===== config.mk =====
export PLATFORM = sky130hd
export DESIGN_NAME = add_seq_ctrl
export DESIGN_NICKNAME = d
export VERILOG_FILES = /design/src/rtl/add_seq_ctrl_pkg.sv /design/src/rtl/add_seq_ctrl_add4.sv /design/src/rtl/add_seq_ctrl.sv
export SDC_FILE = /design/constraint.sdc
export NUM_CORES = 1
export LEC_CHECK = 0
export ABC_AREA = 0
export CAP_MARGIN = 20
export CORE_UTILIZATION = 40
export DETAILED_ROUTE_END_ITERATION = 10
export PLACE_DENSITY = 0.67
export SYNTH_ARGS = -nofsm -noshare
export SYNTH_HDL_FRONTEND = slang
export SYNTH_HIERARCHICAL = 1
export SYNTH_SLANG_ARGS = --single-unit

===== constraint.sdc =====
create_clock -name clk -period 3.95 [get_ports clk]
set_clock_uncertainty 0.1 [all_clocks]
set_input_delay 0.79 -clock clk [delete_from_list [all_inputs] [get_ports clk]]
set_output_delay 0.79 -clock clk [all_outputs]
set_load 0.1 [all_outputs]

===== src/rtl/add_seq_ctrl_pkg.sv =====
// Shared definitions for the nibble-serial adder/subtractor controller.
//   - NIBBLE_W   : width of one datapath slice (the shared add4)
//   - state_t    : controller state encoding (IDLE=0, RUN=1, DONE=2)
//   - idx_width(): width of the slice index, never less than one bit
package add_seq_ctrl_pkg;

    localparam int NIBBLE_W = 4;

    typedef enum logic [1:0] {
        ST_IDLE = 2'd0,
        ST_RUN  = 2'd1,
        ST_DONE = 2'd2
    } state_t;

    function automatic int idx_width(input int nibbles);
        return (nibbles > 1) ? $clog2(nibbles) : 1;
    endfunction

endpackage


===== src/rtl/add_seq_ctrl_add4.sv =====
// 4-bit ripple adder used as the single shared datapath slice.
// Ports:
//   a, b : 4-bit operand slices
//   ci   : carry into bit 0
//   s    : 4-bit sum
//   co   : carry out of bit 3
module add4
    import add_seq_ctrl_pkg::*;
(
    input  logic [NIBBLE_W-1:0] a,
    input  logic [NIBBLE_W-1:0] b,
    input  logic                ci,
    output logic [NIBBLE_W-1:0] s,
    output logic                co
);

    always_comb begin
        {co, s} = {1'b0, a} + {1'b0, b} + {{NIBBLE_W{1'b0}}, ci};
    end

endmodule


===== src/rtl/add_seq_ctrl.sv =====
// Multi-word adder/subtractor that reuses one add4, one nibble per clock,
// least significant nibble first.
//
// Handshake: start is only looked at in IDLE or DONE; when seen there the
// operands are latched and busy rises on the next cycle for exactly NIBBLES
// cycles, followed by a single-cycle done pulse with r/co/ov freshly loaded.
// start while busy is dropped, not queued.
//
// Ports:
//   clk, rst_n : clock, synchronous active-low reset
//   start      : operation request
//   sub        : 0 = a+b+ci, 1 = a-b (ci ignored)
//   a, b, ci   : operands, latched on an accepted start
//   busy, done : status (registered)
//   r, co, ov  : result, carry out of MSB (1 = no borrow for sub), signed overflow
//   dbg_state  : current controller state
module add_seq_ctrl
    import add_seq_ctrl_pkg::*;
#(
    parameter int NIBBLES = 4
) (
    input  logic                     clk,
    input  logic                     rst_n,
    input  logic                     start,
    input  logic                     sub,
    input  logic [NIBBLE_W*NIBBLES-1:0] a,
    input  logic [NIBBLE_W*NIBBLES-1:0] b,
    input  logic                     ci,
    output logic                     busy,
    output logic                     done,
    output logic [NIBBLE_W*NIBBLES-1:0] r,
    output logic                     co,
    output logic                     ov,
    output logic [1:0]               dbg_state
);

    localparam int W     = NIBBLE_W * NIBBLES;
    localparam int IDX_W = idx_width(NIBBLES);
    localparam logic [IDX_W-1:0] LAST_IDX = IDX_W'(NIBBLES - 1);

    state_t           state_q,  state_d;
    logic [W-1:0]     a_q,      a_d;
    logic [W-1:0]     b_q,      b_d;      // already inverted for subtract
    logic             carry_q,  carry_d;
    logic [IDX_W-1:0] idx_q,    idx_d;
    logic [W-1:0]     shadow_q, shadow_d;
    logic [W-1:0]     r_q,      r_d;
    logic             co_q,     co_d;
    logic             ov_q,     ov_d;
    logic             busy_q,   busy_d;
    logic             done_q,   done_d;

    logic [NIBBLE_W-1:0] slice_a;
    logic [NIBBLE_W-1:0] slice_b;
    logic [NIBBLE_W-1:0] slice_s;
    logic                slice_co;
    logic [W-1:0]        shadow_upd;

    assign slice_a = a_q[idx_q * NIBBLE_W +: NIBBLE_W];
    assign slice_b = b_q[idx_q * NIBBLE_W +: NIBBLE_W];

    add4 u_add4 (
        .a  (slice_a),
        .b  (slice_b),
        .ci (carry_q),
        .s  (slice_s),
        .co (slice_co)
    );

    always_comb begin
        state_d  = state_q;
        a_d      = a_q;
        b_d      = b_q;
        carry_d  = carry_q;
        idx_d    = idx_q;
        shadow_d = shadow_q;
        r_d      = r_q;
        co_d     = co_q;
        ov_d     = ov_q;

        // Shadow with the current slice merged in; on the last slice this is
        // the complete sum, so the result can be loaded in the same edge.
        shadow_upd = shadow_q;
        shadow_upd[idx_q * NIBBLE_W +: NIBBLE_W] = slice_s;

        case (state_q)
            ST_IDLE, ST_DONE: begin
                if (start) begin
                    a_d     = a;
                    b_d     = b ^ {W{sub}};
                    carry_d = sub ? 1'b1 : ci;
                    idx_d   = '0;
                    state_d = ST_RUN;
                end else begin
                    state_d = ST_IDLE;
                end
            end
            ST_RUN: begin
                shadow_d = shadow_upd;
                carry_d  = slice_co;
                if (idx_q == LAST_IDX) begin
                    idx_d   = '0;
                    state_d = ST_DONE;
                    r_d     = shadow_upd;
                    co_d    = slice_co;
                    // Operands of equal sign producing a result of the other sign.
                    ov_d    = (a_q[W-1] == b_q[W-1]) && (shadow_upd[W-1] != a_q[W-1]);
                end else begin
                    idx_d = idx_q + IDX_W'(1);
                end
            end
            default: state_d = ST_IDLE;
        endcase

        busy_d = (state_d == ST_RUN);
        done_d = (state_d == ST_DONE);
    end

    always_ff @(posedge clk) begin
        if (!rst_n) begin
            state_q  <= ST_IDLE;
            a_q      <= '0;
            b_q      <= '0;
            carry_q  <= 1'b0;
            idx_q    <= '0;
            shadow_q <= '0;
            r_q      <= '0;
            co_q     <= 1'b0;
            ov_q     <= 1'b0;
            busy_q   <= 1'b0;
            done_q   <= 1'b0;
        end else begin
            state_q  <= state_d;
            a_q      <= a_d;
            b_q      <= b_d;
            carry_q  <= carry_d;
            idx_q    <= idx_d;
            shadow_q <= shadow_d;
            r_q      <= r_d;
            co_q     <= co_d;
            ov_q     <= ov_d;
            busy_q   <= busy_d;
            done_q   <= done_d;
        end
    end

    assign busy      = busy_q;
    assign done      = done_q;
    assign r         = r_q;
    assign co        = co_q;
    assign ov        = ov_q;
    assign dbg_state = state_q;

endmodule

==> results of run 1 <==
==> synthesized netlist by cell type, drive strengths merged, types with 3 or more instances <==
library cell and instances:
a21oi 49, a32oi 4, nor2b 15, inv 7, and4bb 3, nand2b 3, clkbuf 9, nand3 4
a211oi 16, nand2 43, dfxtp 73, o22ai 4, nor2 21, o21ai 32, mux2i 3, buf 19
mux4 8, ha 9, xnor2 18, a31oi 9, and2 5
==> through the flow <==
stage	instances	cell area [um2]	util	worst slack, ns	total power, W
3_3_place_gp	504	3930	0.480	0.768	0.00109
3_5_place_dp	504	3930	0.480	0.689	0.00109
4_1_cts	520	4120	0.504	0.676	0.00166
6_report	521	4130	0.505	0.735	0.00165
5_1_grt	521	4130	0.505	0.545	0.00172
2_1_floorplan	365	3350	-	1.04	0.00101
==> registers in the layout, indices dropped and copies added, names as in the netlist <==
name	count
a_q	16
b_q	16
busy	1
carry_q	1
co	1
dbg_state	2
done	1
idx_q	2
ov	1
r	16
shadow_q	16
==> power by group through the flow <==
stage               Sequential (W)  Combinational, W  Clock [W]
global route              0.000808          0.000305   0.000609
CTS                       0.000803          0.000276   0.000581
finish                    0.000802          0.000275   0.000569
detailed placement        0.000819          0.000275          0
floorplan                 0.000823          0.000186          0
global placement          0.000818          0.000270          0
==> worst max path at each step <==
stage / endpoint / slack (ns) / cells after the start / from
5_1_grt: ov$_SDFFE_PN0P_ / 0.54 / 8 / idx_q[0]$_SDFFE_PN0P_
3_3_place_gp: ov$_SDFFE_PN0P_ / 0.77 / 8 / idx_q[0]$_SDFFE_PN0P_
4_1_cts: ov$_SDFFE_PN0P_ / 0.68 / 8 / idx_q[0]$_SDFFE_PN0P_
3_5_place_dp: ov$_SDFFE_PN0P_ / 0.69 / 8 / idx_q[0]$_SDFFE_PN0P_
2_1_floorplan: ov$_SDFFE_PN0P_ / 1.04 / 10 / idx_q[0]$_SDFFE_PN0P_
6_report: ov$_SDFFE_PN0P_ / 0.74 / 8 / idx_q[0]$_SDFFE_PN0P_
==> final cells by class <==
type / instances / area share
Multi-Input combinational cell: 256 / 0.410
Sequential cell: 73 / 0.354
Timing Repair Buffer: 63 / 0.151
Clock buffer: 13 / 0.0360
Tap cell: 105 / 0.0318
Clock inverter: 3 / 0.00969
Inverter: 8 / 0.00727
==> kinds of logic (layout without fill, tap and decap cells) <==
group                    Yosys count  after routing
adder cells (fa/ha/maj)           11             11
AO/OA/AOI/OAI                    118            118
multiplexers                      11             11
XOR/XNOR                          18             18
buffers and inverters             36             87
flip-flops                        73             73
AND/OR/NAND/NOR                   98             98
==> metal layers <==
metal	routed length [um]	up-vias	part of all wire	track usage
li1	-	1378	-	-
met1	3380	1236	0.48	0.224
met2	3250	66	0.46	0.290
met3	312	12	0.044	0.0431
met4	107	0	0.015	0.0564
met5	0	-	0	0
==> cell usage in the layout, fill, tap and decap left out, drive strengths merged, types with 5 or more instances in the layout <==
cell	count
nor2b	15
buf	5
mux4	8
a21oi	49
nand2	43
clkbuf	13
o21ai	32
clkdlybuf4s50	58
and2	5
xnor2	18
inv	7
a31oi	9
a211oi	16
dfxtp	73
ha	9
nor2	21
==> worst max-delay path: stages, from the launching register on <==
cell	delay (ns)
dfxtp_1	0.64
mux4_1	0.66
fa_1	0.44
a21o_1	0.21
a21oi_2	0.14
xnor2_1	0.24
and4bb_2	0.32
mux2i_1	0.20
o221ai_1	0.13
==> reports/qor.csv, run 1 <==
metric;value;unit
combinational family with the most area after synthesis;compound AO/OA/AOI/OAI gates;
max_cap viols;0;
via count;2692;
Yosys cell types;36;
CTS resizes;0;
wire per inst;13.5;um
Multi-input gate area;0.00169;mm2
die area;0.00875;mm2
Core Rows;33;
clk slew on worst S/H paths;0.07;ns
CTS max path bufs;2;
largest net degree at the start of global routing;50;
DR iter-0 viols;85;
nets;459;
Remaining DRCs;0;
Tmin final;3.21;ns
Worst-Skew Late Latency;0.34;ns
Rel. slew slack;0.350;
Fin. Hold Viols;0;
Root Buffer;clkbuf_8;
top cells by area, synth;dfxtp_1, a21oi_1, nand2_1;
Initial Util;0.410;
Reg power frac;0.487;
post-synth top area share;0.436;
Int Power;0.00121;W
CTS Sinks;73;
Hold Path Depth;2;
RSZ-0062 raised after global routing;no;
global-route wire length before repair;11900;um
iteration count of the initial detailed-routing pass;4;
Net Sw Frac;0.267;
Worst Path Max Fanout;9;
Top Ports;59;
Clock power frac;0.346;
XOR/XNOR share of the synthesized area;0.0470;
syn_area_per_cell;9.19;um2
Final Max Tran Viols;0;
WP data required;4.06;ns
RR Startpoint;idx_q[0]$_SDFFE_PN0P_;
Yosys reg bits;73;
worst-margin pin slew;0.972;ns
hpwl dp;4900;um
Post-Syn Area;0.00335;mm2
setup_tns;0;ns
Gate Count Post-Synth;365;
core box area;0.00818;mm2
antenna cell count;0;
Yosys warning total;6;
CP Launch Type;flop;
WHS;0.356;ns
flop-to-flop setup slack;0.74;ns
Post-CTS Hold Buffers;0;
Async S/R FF share, synth;0;
fmax;311;MHz
Worst VDD drop;189;uV
CP Capture Type;flop;
Synth Area in Simple Gates;0.143;
CTS H-tree depth;3;
beginning of the worst hold path;a_q[6]$_SDFFE_PN0N_;
period utilization;0.814;
reg2reg path depth;8;
Post-Synth Adder-Cell Area;0.0455;
vias in the first global route;2537;
P_sw;0.000440;W
largest area contributor in the netlist;dfxtp_1;
setup bufs post-CTS;0;
antenna violations before repair;0;
Crit path arrival time;3.33;ns
drt via density;5.17;
WS Path Type;reg2reg;
Post-synth top flop;dfxtp_1;
Worst Hold Path EP;a_q[6]$_SDFFE_PN0N_;
Final setup viols;0;
power share of the combinational group;0.167;
antenna violation net count after detailed routing;0;
reg2reg end;ov$_SDFFE_PN0P_;
Die Wd;93.6;um
global route overflow;0;
DRT Wirelength;7050;um
leakage power;1.50;nW
Min-Delay Path Class;reg2reg;
Die Ht;93.6;um
status;finished, final reports clean;
Buffers on Ports;58;
Post-synth EDFFs;0;
post-synthesis compound-gate area fraction;0.203;
GP Congestion;0.795;
mux contribution to synthesized area;0.0660;
Power per Cell Area;398;mW/mm2
Num CTS Buffers;9;
GR Util All Layers;0.175;
share of post-route cells with drive strength above 1;0.0697;
register area share after synthesis;0.436;
Area growth syn-to-layout;23.2;%
Syn Nets;413;
Filler cells;782;
TritonCTS clock tree;yes;
Register Area;0.00146;mm2
(Power assumes the default switching activity.)
==> inputs of run 2 (changes only) <==
clock period = 3.25 ns   (was 3.95 ns; I/O delays follow)
==> reports/qor.csv, run 2 (synthesis results as in run 1) <==
metric;value;unit
DRT Wirelength;7230;um
global route overflow;0;
antenna violations before repair;0;
Buffers on Ports;58;
nets;465;
wire per inst;13.7;um
Final setup viols;0;
CTS max path bufs;2;
Die Ht;93.6;um
CP Capture Type;flop;
Root Buffer;clkbuf_8;
via count;2727;
WHS;0.355;ns
Final Max Tran Viols;0;
Post-CTS Hold Buffers;0;
Remaining DRCs;0;
Min-Delay Path Class;reg2reg;
Worst-Skew Late Latency;0.34;ns
CTS resizes;0;
iteration count of the initial detailed-routing pass;4;
GP Congestion;0.791;
CTS Sinks;73;
vias in the first global route;2593;
WP data required;3.36;ns
worst-margin pin slew;0.753;ns
Area growth syn-to-layout;23.9;%
drt via density;5.17;
most frequent cells in the layout;dfxtp_1, a21oi_1, nand2_1;
Worst VDD drop;252;uV
Fin. Hold Viols;0;
Initial Util;0.410;
Tmin final;2.95;ns
largest net degree at the start of global routing;45;
Cells after DPL;511;
hpwl dp;5240;um
critical path cell sequence;mux4_1 -> fa_1 -> a21o_1 -> a21oi_2 -> xnor2_1 -> and4bb_2 -> mux2i_1 -> o221ai_1;
period utilization;0.909;
antenna violation net count after detailed routing;0;
core box area;0.00818;mm2
die area;0.00875;mm2
status;finished, final reports clean;
non-filler instance count after layout;527;
fmax;338;MHz
crit-path max cell delay;0.60;ns
setup bufs post-CTS;0;
CTS H-tree depth;3;
Rel. slew slack;0.498;
Core Rows;33;
clk slew on worst S/H paths;0.08;ns
antenna cell count;0;
CP Launch Type;flop;
Die Wd;93.6;um
most common cell after layout, fill and taps aside;dfxtp_1;
Num CTS Buffers;9;
Top Ports;59;
CP max-delay cell;mux4_1;
TritonCTS clock tree;yes;
Power per Cell Area;511;mW/mm2
GR Util All Layers;0.183;
share of post-route cells with drive strength above 1;0.140;
global-route wire length before repair;12300;um
RSZ-0062 raised after global routing;no;
DR iter-0 viols;104;
WS Path Type;reg2reg;
Crit path arrival time;3.07;ns
leakage power;1.58;nW
Worst Path Max Fanout;5;
setup_tns;0;ns
max_cap viols;0;
[run 2: power by group]
part / leakage [nW] / internal [W] / total (W) / switching [W]
combinational: 0.874 / 0.000156 / 0.000346 / 0.000191
sequential: 0.597 / 0.000943 / 0.000975 / 0.0000317
clock: 0.109 / 0.000474 / 0.000803 / 0.000328
total: 1.58 / 0.00157 / 0.00212 / 0.000551
[run 2: stage by stage]
step / worst slack [ns] / area [um2] / power (W) / util
floorplan: 0.343 / 3350 / 0.00123 / -
global placement: 0.390 / 3930 / 0.00133 / 0.480
detailed placement: 0.293 / 3930 / 0.00134 / 0.480
CTS: 0.287 / 4160 / 0.00214 / 0.508
global route: 0.109 / 4160 / 0.00223 / 0.508
finish: 0.295 / 4160 / 0.00212 / 0.508
[run 2: final timing paths]
path / startpoint / to / slack [ns] / cells past startpoint
worst min register to register: a_q[3]$_SDFFE_PN0N_ / a_q[3]$_SDFFE_PN0N_ / 0.35 / 2
worst max register to register: idx_q[0]$_SDFFE_PN0P_ / ov$_SDFFE_PN0P_ / 0.30 / 8
worst min-delay path: a_q[3]$_SDFFE_PN0N_ / a_q[3]$_SDFFE_PN0N_ / 0.35 / 2
worst max-delay path: idx_q[0]$_SDFFE_PN0P_ / ov$_SDFFE_PN0P_ / 0.30 / 8
[run 2: cell type report]
class / instances / area, um2
clock buffer: 12 / 155
tap: 105 / 131
fill: 779 / 4020
inverter: 8 / 30.0
multi-input combinational: 256 / 1690
clock inverter: 4 / 75.1
timing repair buffer: 69 / 608
sequential: 73 / 1460
[run 2: routing by layer]
layer | wire [um] | track usage | up-vias
li1 | - | - | 1384
met1 | 3260 | 0.229 | 1249
met2 | 3440 | 0.303 | 84
met3 | 395 | 0.0537 | 10
met4 | 133 | 0.0564 | 0
met5 | 0 | 0 | -
[run 2: worst max-delay path: cells and delay by family (launching register included)]
family	cells	cell delay [ns]
muxes	2	0.78
AOI/OAI and AO/OA	3	0.49
adders and majority gates	1	0.42
DFF	1	0.40
and+or+nand+nor	1	0.34
xor gates and xnor gates	1	0.28
